## src/rtl/count_btn_ctrl.sv

```systemverilog
// Push-button front end for the 15-bit up/down counter: synchronises the raw
// buttons and turns presses and held buttons into single-cycle up/dw/ld commands.
module count_btn_ctrl #(
  parameter int unsigned HOLD_TICKS = 4,
  parameter bit          SATURATE   = 1'b1
) (
  input  logic clk,
  input  logic rst_n,
  input  logic btn_up,
  input  logic btn_dw,
  input  logic btn_ld,
  input  logic tick,
  input  logic utc,
  input  logic dtc,
  output logic up,
  output logic dw,
  output logic ld,
  output logic rpt
);

  // state   | meaning
  // IDLE    | no button held, waiting for a fresh press
  // UP_WAIT | up held, counting ticks before auto-repeat
  // UP_RPT  | up held long enough, one up pulse per tick
  // DW_WAIT | down held, counting ticks before auto-repeat
  // DW_RPT  | down held long enough, one dw pulse per tick
  // LOCK    | after load/conflict/reset, wait for all buttons released
  typedef enum logic [2:0] {
    IDLE,
    UP_WAIT,
    UP_RPT,
    DW_WAIT,
    DW_RPT,
    LOCK
  } state_t;

  localparam logic [7:0] HOLD8 = HOLD_TICKS[7:0];

  // bit 0 = up, bit 1 = dw, bit 2 = ld
  logic [2:0] s1_q, s1_d;
  logic [2:0] s2_q, s2_d;
  logic [2:0] prev_q, prev_d;
  logic [2:0] rise;

  state_t     state_q, state_d;
  logic [7:0] hold_q, hold_d;
  logic [7:0] hold_inc;
  logic       up_q, up_d;
  logic       dw_q, dw_d;
  logic       ld_q, ld_d;
  logic       rpt_q, rpt_d;
  logic       up_blk, dw_blk;

  always_comb begin
    s1_d   = {btn_ld, btn_dw, btn_up};
    s2_d   = s1_q;
    prev_d = s2_q;
    rise   = s2_q & ~prev_q;
  end

  assign up_blk   = SATURATE & utc;
  assign dw_blk   = SATURATE & dtc;
  assign hold_inc = hold_q + 8'd1;

  always_comb begin
    state_d = state_q;
    hold_d  = hold_q;
    up_d    = 1'b0;
    dw_d    = 1'b0;
    ld_d    = 1'b0;

    // A load press wins over anything else decided in the same cycle.
    if (rise[2] && (state_q != LOCK)) begin
      ld_d    = 1'b1;
      state_d = LOCK;
    end else begin
      unique case (state_q)
        LOCK: begin
          if (s2_q == 3'b000) state_d = IDLE;
        end
        IDLE: begin
          if (rise[0] && s2_q[1]) begin
            state_d = LOCK;
          end else if (rise[1] && s2_q[0]) begin
            state_d = LOCK;
          end else if (rise[0]) begin
            up_d    = ~up_blk;
            hold_d  = 8'd0;
            state_d = UP_WAIT;
          end else if (rise[1]) begin
            dw_d    = ~dw_blk;
            hold_d  = 8'd0;
            state_d = DW_WAIT;
          end
        end
        UP_WAIT: begin
          if (!s2_q[0]) begin
            state_d = IDLE;
          end else if (tick) begin
            if (hold_inc >= HOLD8) begin
              hold_d  = HOLD8;
              state_d = UP_RPT;
            end else begin
              hold_d = hold_inc;
            end
          end
        end
        UP_RPT: begin
          if (!s2_q[0]) state_d = IDLE;
          else if (tick) up_d = ~up_blk;
        end
        DW_WAIT: begin
          if (!s2_q[1]) begin
            state_d = IDLE;
          end else if (tick) begin
            if (hold_inc >= HOLD8) begin
              hold_d  = HOLD8;
              state_d = DW_RPT;
            end else begin
              hold_d = hold_inc;
            end
          end
        end
        DW_RPT: begin
          if (!s2_q[1]) state_d = IDLE;
          else if (tick) dw_d = ~dw_blk;
        end
        default: state_d = LOCK;
      endcase
    end

    rpt_d = (state_d == UP_RPT) || (state_d == DW_RPT);
  end

  // Sync chain resets high so a button held through reset never looks like a press.
  always_ff @(posedge clk or negedge rst_n) begin
    if (!rst_n) begin
      s1_q    <= 3'b111;
      s2_q    <= 3'b111;
      prev_q  <= 3'b111;
      state_q <= LOCK;
      hold_q  <= 8'd0;
      up_q    <= 1'b0;
      dw_q    <= 1'b0;
      ld_q    <= 1'b0;
      rpt_q   <= 1'b0;
    end else begin
      s1_q    <= s1_d;
      s2_q    <= s2_d;
      prev_q  <= prev_d;
      state_q <= state_d;
      hold_q  <= hold_d;
      up_q    <= up_d;
      dw_q    <= dw_d;
      ld_q    <= ld_d;
      rpt_q   <= rpt_d;
    end
  end

  assign up  = up_q;
  assign dw  = dw_q;
  assign ld  = ld_q;
  assign rpt = rpt_q;

endmodule

```

## config.mk

```make
export PLATFORM = sky130hd
export DESIGN_NAME = count_btn_ctrl
export DESIGN_NICKNAME = d
export VERILOG_FILES = /design/src/rtl/count_btn_ctrl.sv
export SDC_FILE = /design/constraint.sdc
export NUM_CORES = 1
export LEC_CHECK = 0
export CAP_MARGIN = 20
export CORE_MARGIN = 2
export CORE_UTILIZATION = 54
export DETAILED_ROUTE_END_ITERATION = 7
export GPL_TIMING_DRIVEN = 0
export PLACE_DENSITY = 0.74
export SKIP_LAST_GASP = 1
export SYNTH_ARGS = -nofsm -noshare
export SYNTH_HDL_FRONTEND = slang
export SYNTH_SLANG_ARGS = --single-unit
```

## constraint.sdc

```tcl
create_clock -name clk -period 2.53 [get_ports clk]
set_input_delay 0.506 -clock clk [delete_from_list [all_inputs] [get_ports clk]]
set_output_delay 0.506 -clock clk [all_outputs]
set_load 0.02 [all_outputs]
```

==> metrics <==
core box area=about 0.0020 mm2; fin. max-slew vios=0; CTS Buffer Depth=2; routed vias/inst=~5.7; # port buffers=11; hold_buf cts=0; Mapped Cells=99; total of max-cap violations=0; nets=125; Die Wd=50.00 um; Pre-Repair DR Iteration Count=4; Synth top area share=0.2848; layout cells sized above 1=0.3304; maximum vdd drop=0.0006438 V; Worst EP arrival=between 2 and 2.5 ns; Crit. End Element=flop; crit-path max FO=10; Post-DRT Antenna Nets=0; residual DRC count=0; vias in the first global route=between 800 and 900; number of flops mapped to enable cells by yosys=0; number of antenna violations at the first check in global routing=0; largest net degree at the start of global routing=25; largest cells by area after synthesis=dfrtp_1, dfstp_2, and2_2, nand2_1, mux2_4; post-layout minimum cycle time=around 1.9 ns; Worst-Margin Slew=approximately 0.52 ns; crit path launch type=flop; Clock Latency Late Sink=about 0.31 ns; Worst EP required=roughly 2.7 ns; flop2flop setup slack=around 0.63 ns; Crit Path Class=reg2reg; Total GRT Usage=0.1875; Worst path slowest cell=dfstp_2; Slew headroom=0.6521; CTS Sinks=24; synthesized area=0.001142 mm2; clk slew on worst S/H paths=between 0.1 and 0.15 ns; Netlist cell types=41; endpoints failing setup=0; Pleak=0.5893 nW; Mapped Nets=around 110; average cell area after synthesis=approximately 12 um2; area delta synth->final=17.09%; first-pass GRT wire length=around 3500 um; count leader, synth=dfrtp_1; fmax=~0.53 GHz; overall power consumption=1.176 mW; CTS tree=yes; Post-CTS Setup Inserts=0; I/O pin total=12; outcome=completed; Antenna Cells=0; RSZ-0062 raised after global routing=false; Root Buffer=clkbuf_4; Crit path largest cell delay=around 0.56 ns; Via Count=between 800 and 900; CTS Buf Count=3; ys async rst share=1.000; main flop type after synthesis=dfrtp_1; Commonest cells post-synth=dfrtp_1, dfstp_2, nand2_1; num rows=16; global route overflow=0; Post-Route WL=between 1500 and 2000 um; final worst path period share=0.7500; Yosys top cell by area=dfrtp_1; dpl hpwl=approximately 1400 um; sequential share of the synthesized area=0.5378; initial detailed-routing violation count=23; warnings from Yosys=0; skew final=0.002457 ns; GP Congestion=between 0.9 and 1; fillcell total=between 100 and 150; Starting Density=0.5764; die height=between 40 and 50 um; die area=0.002500 mm2; final hold vios=0; post-CTS sizing=0; Worst Hold Class=reg2reg; Max H-tree Level=1; CP cell instances=buf_6 -> nand2b_4 -> mux2i_1 -> or4_4 -> o211ai_4 -> mux2_4; DR WL/cell=approximately 14 um; FF+latch count, synth=24; PD cells=between 800 and 900 mW/mm2; setup TNS=0 ns
[cells in the final DEF, fill, tap and decap left out, drive strengths merged, types with 2 or more instances in the layout]
cell	n
clkbuf	5
or4	2
a21oi	3
o211ai	2
mux2	2
nor2	4
nand2	10
dfstp	11
a21o	2
a31oi	4
and2	6
buf	5
a31o	2
clkdlybuf4s50	11
mux2i	2
nand3	2
dfrtp	13
nand2b	4
inv	3
o21ai	5
nor3	5
[kinds of logic (layout without fill, tap and decap cells)]
| logic type | after synthesis | count (layout) | synth area share |
|---|---|---|---|
| multiplexers | 4 | 4 | 0.04381 |
| adder cells (fa/ha/maj) | 1 | 1 | 0.01095 |
| AO/OA/AOI/OAI | 24 | 24 | 0.1577 |
| flip-flops | 24 | 24 | 0.5378 |
| AND/OR/NAND/NOR | 38 | 38 | 0.2005 |
| buffers and inverters | 8 | 24 | 0.04928 |
[worst max-delay path, delay by kind of cell, from the launching register on]
family,cells,cell delay [ns]
AO/OA/AOI/OAI,1,0.16
AND/OR/NAND/NOR,2,0.49
multiplexers,2,0.45
flip-flops,1,0.56
buffers and inverters,1,0.14
[worst paths after layout]
path / startpoint / endpoint / cells past startpoint
min in group asynchronous: rst_n / hold_q[1] / 1
worst max-delay path: prev_d[0] / hold_q[0] / 6
worst min-delay path: s1_q[0] / prev_d[0] / 0
worst min register to register: s1_q[0] / prev_d[0] / 0
max in group asynchronous: rst_n / prev_q[1] / 2
worst max register to register: prev_d[0] / hold_q[0] / 6
[power by group]
| part | internal (mW) | switching (mW) | leakage (nW) |
|---|---|---|---|
| registers | 0.460 | 0.0320 | 0.292 |
| logic | 0.220 | 0.272 | 0.276 |
| clock network | 0.0879 | 0.105 | 0.0210 |
[registers in the layout (all words and copies together), names as in the netlist]
name     count
hold_q       8
s1_q         3
rpt          1
up           1
ld           1
prev_d       3
state_q      3
prev_q       3
dw           1
[layout make-up]
class	instances	area, um2	area share
Timing Repair Buffer	12	125.1	0.09355
Tap cell	27	33.78	0.02526
Multi-Input combinational cell	67	471.7	0.3527
Sequential cell	24	614.3	0.4593
Buffer	5	45.04	0.03368
Inverter	3	11.26	0.008419
Clock buffer	4	36.28	0.02713
[stage by stage]
stage            util  hold WS [ns]  instances  worst slack [ns]  instance area [um2]
6_report       0.6749        0.3661        142            0.6325                 1338
5_1_grt        0.6749        0.3658        142            0.5335                 1338
4_1_cts        0.6673        0.3688        141            0.6354                 1323
3_5_place_dp   0.6490        0.3478        137            0.4275                 1286
3_3_place_gp   0.6490        0.3463        137            0.4370                 1286
2_1_floorplan       -        0.2104         99            0.7300                 1142
[per-layer routing]
metal / vias to the layer above / wire length [um] / GRT usage
li1: 380 / - / -
met1: 397 / 874 / 0.2323
met2: 28 / 933 / 0.2895
met3: 6 / 97 / 0.04242
met4: 0 / 59 / 0.1250
met5: - / 0 / 0
(Power assumes the default switching activity.)
